`config.mk`:
```
export PLATFORM = sky130hd
export DESIGN_NAME = store_merger
export DESIGN_NICKNAME = d
export VERILOG_FILES = /design/src/rtl/store_merger.sv
export SDC_FILE = /design/constraint.sdc
export NUM_CORES = 1
export LEC_CHECK = 0
export ABC_AREA = 1
export BUFFER_PORTS_ARGS = -buffer_cell sky130_fd_sc_hd__buf_2
export CORE_MARGIN = 2
export CORE_UTILIZATION = 47
export CTS_BUF_LIST = sky130_fd_sc_hd__clkbuf_8
export CTS_CLUSTER_DIAMETER = 200
export DETAILED_ROUTE_END_ITERATION = 6
export GPL_TIMING_DRIVEN = 0
export PLACE_DENSITY = 0.79
export SKIP_LAST_GASP = 1
export SLEW_MARGIN = 20
export SYNTH_ARGS = -nofsm -noshare
export SYNTH_HDL_FRONTEND = slang
export SYNTH_SLANG_ARGS = --single-unit
export TNS_END_PERCENT = 50
```
`constraint.sdc`:
```
create_clock -name clk -period 2.35 [get_ports clk]
set_clock_uncertainty 0.15 [all_clocks]
set_input_delay 0.3525 -clock clk [delete_from_list [all_inputs] [get_ports clk]]
set_output_delay 0.3525 -clock clk [all_outputs]
set_load 0.01 [all_outputs]
```
`src/rtl/store_merger.sv`:
```
`default_nettype none
// ============================================================================
// Module      : store_merger
// Description : Store-path merger between the MEM stage and a word-wide data
//               RAM that has no byte enables. Word stores are written
//               directly. Byte and halfword stores read the containing word,
//               replace the addressed lane and write the merged word back.
//               The pipeline is stalled through valid/ready handshakes.
//
// Ports       : clk, rstn              clock, asynchronous active-low reset
//               req_valid/req_ready    store request handshake
//               req_addr, req_wdata    byte address, right-aligned store data
//               req_mode               000 word, 001/010 byte, 011/100 half,
//                                      101-111 word
//               mem_addr, mem_re       word address and read strobe to RAM
//               mem_rdata              RAM data, valid the cycle after mem_re
//               mem_we, mem_wdata      write strobe and merged write word
//               resp_valid, resp_err   completion and misalignment flag
//               resp_ready             pipeline consumes the response
//
// Config      : `STORE_MISALIGN_TRAP_EN  when defined, misaligned half/word
//               stores complete at once with resp_err=1 and leave memory
//               untouched. When undefined, resp_err is tied to 0.
//
// Revision    : 1.0  initial release
// ============================================================================
module store_merger (
    input  logic        clk,
    input  logic        rstn,
    input  logic        req_valid,
    output logic        req_ready,
    input  logic [31:0] req_addr,
    input  logic [31:0] req_wdata,
    input  logic [2:0]  req_mode,
    output logic [31:0] mem_addr,
    output logic        mem_re,
    input  logic [31:0] mem_rdata,
    output logic        mem_we,
    output logic [31:0] mem_wdata,
    output logic        resp_valid,
    output logic        resp_err,
    input  logic        resp_ready
);

    typedef enum logic [1:0] {
        IDLE  = 2'd0,
        READ  = 2'd1,
        WRITE = 2'd2,
        DONE  = 2'd3
    } state_t;

    state_t      state_q, state_d;
    logic [31:0] addr_q,  addr_d;
    logic [31:0] wdata_q, wdata_d;
    logic [2:0]  mode_q,  mode_d;

    // Width decode of the incoming and the latched mode. Codes 101-111
    // fall through to word.
    logic req_is_byte, req_is_half, req_is_word;
    logic lat_is_byte, lat_is_half;

    assign req_is_byte = (req_mode == 3'b001) || (req_mode == 3'b010);
    assign req_is_half = (req_mode == 3'b011) || (req_mode == 3'b100);
    assign req_is_word = !req_is_byte && !req_is_half;
    assign lat_is_byte = (mode_q == 3'b001) || (mode_q == 3'b010);
    assign lat_is_half = (mode_q == 3'b011) || (mode_q == 3'b100);

`ifdef STORE_MISALIGN_TRAP_EN
    logic err_q, err_d;
    logic req_misaligned;

    assign req_misaligned = (req_is_half && req_addr[0]) ||
                            (req_is_word && (req_addr[1:0] != 2'b00));
`endif

    // ------------------------------------------------------------------
    // State and request registers
    // ------------------------------------------------------------------
    always_ff @(posedge clk or negedge rstn) begin
        if (!rstn) begin
            state_q <= IDLE;
            addr_q  <= 32'd0;
            wdata_q <= 32'd0;
            mode_q  <= 3'd0;
`ifdef STORE_MISALIGN_TRAP_EN
            err_q   <= 1'b0;
`endif
        end else begin
            state_q <= state_d;
            addr_q  <= addr_d;
            wdata_q <= wdata_d;
            mode_q  <= mode_d;
`ifdef STORE_MISALIGN_TRAP_EN
            err_q   <= err_d;
`endif
        end
    end

    // ------------------------------------------------------------------
    // Next-state logic
    // ------------------------------------------------------------------
    always_comb begin
        state_d = state_q;
        addr_d  = addr_q;
        wdata_d = wdata_q;
        mode_d  = mode_q;
`ifdef STORE_MISALIGN_TRAP_EN
        err_d   = err_q;
`endif
        case (state_q)
            IDLE: begin
                if (req_valid) begin
                    addr_d  = req_addr;
                    wdata_d = req_wdata;
                    mode_d  = req_mode;
                    state_d = req_is_word ? WRITE : READ;
`ifdef STORE_MISALIGN_TRAP_EN
                    err_d   = req_misaligned;
                    if (req_misaligned) begin
                        state_d = DONE;
                    end
`endif
                end
            end
            READ:    state_d = WRITE;
            WRITE:   state_d = DONE;
            DONE: begin
                if (resp_ready) begin
                    state_d = IDLE;
                end
            end
            default: state_d = IDLE;
        endcase
    end

    // ------------------------------------------------------------------
    // Outputs. All strobes decode straight from the state register, so the
    // asynchronous reset drops mem_we without waiting for a clock edge.
    // ------------------------------------------------------------------
    logic [31:0] merged;

    always_comb begin
        merged = wdata_q;
        if (lat_is_byte) begin
            merged = mem_rdata;
            merged[{addr_q[1:0], 3'b000} +: 8] = wdata_q[7:0];
        end else if (lat_is_half) begin
            // addr[0] is ignored here; a misaligned half either trapped at
            // accept or is deliberately written to lane addr[1].
            merged = mem_rdata;
            merged[{addr_q[1], 4'b0000} +: 16] = wdata_q[15:0];
        end
    end

    assign req_ready  = (state_q == IDLE);
    assign mem_re     = (state_q == READ);
    assign mem_we     = (state_q == WRITE);
    assign mem_addr   = (state_q == READ || state_q == WRITE) ?
                        {addr_q[31:2], 2'b00} : 32'd0;
    assign mem_wdata  = (state_q == WRITE) ? merged : 32'd0;
    assign resp_valid = (state_q == DONE);
`ifdef STORE_MISALIGN_TRAP_EN
    assign resp_err   = (state_q == DONE) && err_q;
`else
    assign resp_err   = 1'b0;
`endif

endmodule
`default_nettype wire

```
==> run_results.csv, run 1 <==
group,metric,value,unit
outcome,run_status,"finished, violations left",
outcome,violated_checks,"design-rule violations, negative setup slack",
place,detailedPlacementHpwl,11570,microns
clocking,cts.sinks,69,
timing,final.min_clock_period,2640,ps
timing,grt_setup_unrepaired,"yes",
place,placedInstanceArea,5878,sq um
pwr,p_leak,3.690,nW
logic_synthesis,syn-mean-instance-area,6.711,sq um
grt,grt_start_max_net_pins,36,
logic_synthesis,synth_top_area_cell,"dfrtp_1",
critical_path,reg2reg_slack,280,ps
floorplanning,dieWidth,105.4,microns
floorplanning,die_area,11110,sq um
critical_path,worst-endpoint-required,1850,ps
grt,grt_remaining_overflow,0,
logic_synthesis,yosysMostFrequentCell,"nand2_1",
detailed_routing,detailroute.via_count,5461,
detailed_routing,dr_iter_0_viols,494,
timing,final_critical_path_setup_slack,-290.2,ps
critical_path,path_max_fanout,8,
logic_synthesis,synth.lib_cells_used.distinct,21,
floorplanning,start_util,47.66,%
timing,fin_tns_setup,-7254,ps
min_path,min_path_cells,2,
detailed_routing,detail_route.drc_violations,1,
clocking,worstSkewPairLatency,340,ps
floorplanning,placementRows,37,
finish,postLayoutCoreUtil,64.16,%
logic_synthesis,synth_top_cells_by_area,"dfrtp_1 36%, nand2_1 18%, mux2_2 11%, nand3_1 9.3%, nor2_1 8.3%",
finish,fillers,917,
detailed_routing,route.final.wire_length,15690,microns
floorplanning,placeableCoreArea,10140,sq um
logic_synthesis,ys_seq_area_share,35.73,%
detailed_routing,wl_per_cell,14.87,microns
finish,nets,1026,
clocking,cts_buffer_depth,2,
finish,antennaDiodeCount,0,
place,io_buffers,168,
grt,groute.usage.overall,28.08,%
timing,finalCritPeriodShare,112.3,%
logic_synthesis,yosys_warnings,0,
detailed_routing,via_per_inst,5.176,
pwr,design_power_total,10.08,mW
min_path,kind_of_path_behind_the_tightest_hold_check,"input port to flip-flop",
critical_path,worstRegToRegCells,6,
timing,setup_viol,46,
floorplanning,pin_count,172,
timing,timing_worst_slew_pin_value,600.7,ps
critical_path,endpoint_kind,"primary output",
timing,max_freq,378.8,MHz
critical_path,cp-start-kind,"flip-flop",
critical_path,critical_path_class,"flip-flop to primary output",
logic_synthesis,post_synth_inst_count,720,
grt,antenna_violations_before_repair,0,
finish,flow.area_growth_from_synthesis,34.62,%
clocking,clock-root-buffer,"clkbuf_8",
detailed_routing,drtPass1Iterations,7,
logic_synthesis,post_synth_instance_area,4832,sq um
place,finalWeightedCongestion,1.021,
pwr,power_density,1549,nW/um^2
critical_path,worstPathArrival,2140,ps
job,timing.max_cap.violations,0,
grt,vias_in_the_first_global_route,5126,
finish,total_area_of_multi_input_combinational_cells,2840,sq um
detailed_routing,antenna_violating_nets_post_route,0,
clocking,level_count_of_the_clock_h_tree,3,
logic_synthesis,synthArstFlopShare,100.0,%
grt,grt_first_pass_wirelength,24440,microns
logic_synthesis,synth_enable_flop_cells,0,
logic_synthesis,number_of_synthesized_register_bits,69,
clocking,cts-buffers-inserted,9,
logic_synthesis,synth.cells.most_frequent,"230 x nand2_1, 107 x nor2_1, 90 x nand3_1, 76 x inv_1, 69 x dfrtp_1",
timing,timing.slew.headroom,59.95,%
timing,finalMaxSlewViolations,0,
floorplanning,die_y_extent,105.4,microns
clocking,clock_tree_from_tritoncts,"built",
finish,final_design_area_no_fill,6505,sq um
timing,hold_violations,0,
clocking,clk_pin_slew_worst_paths,90,ps
logic_synthesis,yosysTopAreaCellShare,35.73,%
pwr,vdd.ir_drop.worst,0.7932,mV
finish,layout-drive-gt1-share,37.00,%
finish,sequential_cell_area,1727,sq um
logic_synthesis,ys_dominant_reg_cell,"dfrtp_1",
[critical path, stage by stage (launching register included)]
cell	delay (ps)
dfrtp_1	390
buf_6	140
clkinv_8	50
buf_12	130
ha_4	310
nand2_1	100
inv_4	120
nand3_1	120
nand3_1	100
nand2_1	60
a21oi_2	120
buf_2	140
[cell usage in the layout, fill, tap and decap left out, drive strengths merged]
cell	count
nand2	231
o22ai	1
dlygate4sd3	1
a21oi	34
clkinv	5
nand3	90
dfrtp	69
buf	214
inv	76
mux2	46
ha	9
o21ai	6
bufinv	2
conb	3
clkbuf	20
clkinvlp	3
nor2	108
o211ai	1
[cell families after synthesis]
group | synth area share, %
and+or+nand+nor | 35.76
muxes | 10.72
adders and majority gates | 2.330
buffers and inverters | 10.88
other | 0.07761
AOI/OAI and AO/OA | 4.505
DFF | 35.73
[layout make-up]
type / count / area share, %
timing repair buffer: 184 / 15.04
multi-input combinational: 529 / 43.66
clock inverter: 7 / 1.500
clock buffer: 9 / 1.904
inverter: 79 / 4.943
tap: 136 / 2.616
sequential: 69 / 26.54
buffer: 42 / 3.789
[metal layers]
metal	global-route usage (%)	part of all wire, %	up-vias	wire [microns]
met1	35.86	39	2455	6087
li1	-	-	2622	-
met5	0	0	-	0
met3	6.803	12	57	1819
met2	45.21	46	327	7153
met4	12.29	4.0	0	628
[worst paths after layout]
path / from / end
setup / recovery: addr_q[1] / mem_wdata[14]
hold / removal: req_wdata[25] / wdata_q[25]
setup reg to reg: state_q[0] / mode_q[1]
max in group asynchronous: rstn / wdata_q[23]
hold reg to reg: wdata_q[27] / wdata_q[27]
min in group asynchronous: rstn / addr_q[28]
[metrics by stage]
step / cells / worst slack, ps / hold WS, ps
2_1_floorplan: 722 / -20.65 / -93.09
3_3_place_gp: 1026 / -426.3 / 336.9
6_report: 1055 / -290.2 / 75.91
4_1_cts: 1050 / -232.0 / 59.92
3_5_place_dp: 1027 / -433.3 / 204.0
5_1_grt: 1055 / -364.5 / 59.29
[power by group]
group / internal (mW) / switching (mW)
Combinational: 2.62 / 4.16
Sequential: 1.78 / 0.403
Clock: 0.601 / 0.518
Total: 5.00 / 5.08
[flip-flops by register name (all words and copies together), names as in the netlist]
name / flops
addr_q: 32
wdata_q: 32
mode_q: 3
state_q: 2
[what timing repair did]
item	in CTS	in global routing
setup buffers	8	6
pin swaps	16	12
gates resized for setup	57	28
hold endpoints to repair	34	0
endpoints found under the setup margin	62	62
hold buffers	1	0
No activity file was read; power rests on OpenSTA's default activity.
==> run 2: changes to the inputs <==
- BUFFER_PORTS_ARGS: -buffer_cell sky130_fd_sc_hd__buf_2 -> not set
- CORE_UTILIZATION: 47 -> 50
- DONT_BUFFER_PORTS: not set -> 1
- GPL_ROUTABILITY_DRIVEN: not set -> 0
- PLACE_DENSITY: 0.79 -> 0.68
==> run 2 against run 1 <==
  * The flow finishes with violations (negative setup slack)
  * Final cell count decreased by 12%
  * Combinational power hardly changed
  * Via count shrank 6.5%
  * Sequential share of layout area rose by 0.71 points
  * Sequential power barely moved
  * Clock-buffer cell count is the same
  * Maximum frequency up 3.9%
  * Worst setup slack better by 100 ps
  * Power is 2.0% lower
  * Largest power group unchanged
==> run_results.csv, run 2 (synthesis results as in run 1) <==
group,metric,value,unit
floorplanning,placementRows,35,
pwr,switching_share,54.30,%
job,timing.max_cap.violations,0,
finish,final_design_area_no_fill,6335,sq um
finish,nets,908,
pwr,power.share.combinational,68.4,%
detailed_routing,drt-met1-wl,5993,microns
floorplanning,placeableCoreArea,9328,sq um
grt,grt_first_pass_wirelength,24930,microns
finish,layout-drive-gt1-share,23.97,%
floorplanning,start_util,51.80,%
clocking,level_count_of_the_clock_h_tree,3,
grt,grt_remaining_overflow,0,
critical_path,critical_path_class,"flip-flop to primary output",
finish,reg_top3,"addr_q (32), wdata_q (32), mode_q (3)",
pwr,vdd.ir_drop.worst,0.7494,mV
timing,finalCritPeriodShare,108.1,%
floorplanning,dieWidth,102.3,microns
pwr,p_int,4.515,mW
grt,vias_in_the_first_global_route,5064,
clocking,clock-root-buffer,"clkbuf_8",
timing,max_freq,393.6,MHz
detailed_routing,route.top_layer_used,"met4",
clocking,worstSkewPairLatency,360,ps
clocking,cts.sinks,69,
finish,postLayoutCoreUtil,67.91,%
timing,timing.slew.headroom,60.19,%
min_path,kind_of_path_behind_the_tightest_hold_check,"input port to flip-flop",
clocking,cts_buffer_depth,2,
detailed_routing,detailroute.via_count,5106,
finish,flow.area_growth_from_synthesis,31.10,%
outcome,run_status,"finished, violations left",
timing,finalMaxSlewViolations,0,
critical_path,worstPathArrival,2040,ps
critical_path,endpoint_kind,"primary output",
clocking,clk_pin_slew_worst_paths,90,ps
detailed_routing,detail_route.drc_violations,0,
place,placedInstanceArea,5006,sq um
floorplanning,die_area,10470,sq um
detailed_routing,met2WireLength,7836,microns
timing,fin_tns_setup,-4438,ps
detailed_routing,routed-wl-met3,1804,microns
timing,timing_worst_slew_pin_value,597.2,ps
finish,finalNonFillerCells,930,
grt,antenna_violations_before_repair,0,
finish,fillers,779,
pwr,clock_power_share,9.4,%
detailed_routing,antenna_violating_nets_post_route,0,
place,dpl.cell_count,851,
grt,grt_start_max_net_pins,70,
timing,setup_viol,32,
detailed_routing,via_per_inst,5.490,
floorplanning,die_y_extent,102.3,microns
clocking,cts-buffers-inserted,9,
finish,layout.cells.most_common,"nand2_1",
detailed_routing,dr_iter_0_viols,386,
timing,grt_setup_unrepaired,"yes",
finish,antennaDiodeCount,0,
pwr,p_leak,3.177,nW
detailed_routing,drtPass1Iterations,5,
pwr,power_density,1560,nW/um^2
critical_path,cp-start-kind,"flip-flop",
outcome,violated_checks,"negative setup slack",
clocking,clock_tree_from_tritoncts,"built",
pwr,design_power_total,9.879,mW
timing,hold_violations,0,
finish,mostFrequentLayoutCells,"222 x nand2_1, 80 x nor2_1, 72 x inv_1",
place,io_buffers,0,
floorplanning,pin_count,172,
pwr,power.net_switching,5.364,mW
grt,groute.usage.overall,31.37,%
detailed_routing,route.final.wire_length,16250,microns
timing,final.min_clock_period,2540,ps
timing,final_critical_path_setup_slack,-190.4,ps
detailed_routing,wl_per_cell,17.47,microns
pwr,sequentialPowerShare,22.3,%
place,detailedPlacementHpwl,11230,microns
critical_path,path_max_fanout,8,
critical_path,worst-endpoint-required,1850,ps
run 2: cell count changes in the layout (fill, tap and decap cells not counted), moves of 3 or more:
cell,change
clkbuf_4,+3
clkinv_4,+3
nand3_2,+6
nor2_4,+11
nand3_1,-6
dlygate4sd3_1,+52
a21oi_2,-5
buf_4,-5
buf_2,-168
nand2_2,+4
a21oi_4,+7
nor2_1,-9
nand2_1,-5
run 2: power by group through the flow:
| stage | combinational (mW) | clock (mW) | sequential [mW] |
|---|---|---|---|
| 3_5_place_dp | 5.28 | 0 | 2.19 |
| 2_1_floorplan | 4.15 | 0 | 2.05 |
| 6_report | 6.75 | 0.924 | 2.20 |
| 4_1_cts | 6.40 | 0.927 | 2.18 |
| 3_3_place_gp | 5.15 | 0 | 2.16 |
| 5_1_grt | 7.38 | 0.978 | 2.25 |
run 2: layout make-up:
type / instances / area [sq um] / area share (%)
tap: 129 / 161.4 / 2.548
timing repair buffer: 65 / 653.1 / 10.31
sequential: 69 / 1727 / 27.26
multi-input combinational: 529 / 3033 / 47.88
clock buffer: 9 / 123.9 / 1.955
clock inverter: 7 / 56.30 / 0.8888
buffer: 43 / 260.3 / 4.108
inverter: 79 / 320.3 / 5.056
run 2: metal layers:
metal	vias up	global-route usage, %
met5	-	0
met2	290	53.39
li1	2392	-
met3	51	8.687
met4	0	13.95
met1	2373	37.09
run 2: final timing paths:
kind | cells after the start | startpoint | slack, ps | endpoint
max | 8 | addr_q[0] | -190 | mem_wdata[31]
min | 2 | req_wdata[6] | 1 | wdata_q[6]
max reg2reg | 6 | state_q[0] | 290 | wdata_q[1]
min reg2reg | 1 | wdata_q[29] | 360 | wdata_q[29]
max in group asynchronous | 2 | rstn | 1390 | addr_q[3]
min in group asynchronous | 2 | rstn | 380 | addr_q[24]
run 2: timing repair:
| action | 4_1_cts | 5_1_grt |
|---|---|---|
| hold buffers | 53 | 1 |
| resized for setup | 111 | 20 |
| pin swaps | 22 | 9 |
| setup buffers | 11 | 0 |
| hold endpoints to repair | 120 | 1 |
| endpoints found under the setup margin | 32 | 62 |
run 2: through the flow:
| stage | worst slack, ps | hold WS, ps |
|---|---|---|
| after floorplan | -20.65 | -93.09 |
| after global placement | -376.7 | -91.71 |
| after detailed placement | -429.3 | -92.18 |
| after CTS | -136.6 | 0.1297 |
| after global routing | -265.2 | 13.67 |
| final | -190.4 | 1.014 |
run 2: critical path, cell delays in order, from the launching register on:
cell        delay (ps)
dfrtp_1            390
buf_6              120
clkinvlp_4         150
ha_4               320
nor2_4             240
nand3_1            120
nand3_1            110
nand2_1            100
nor2_4             130
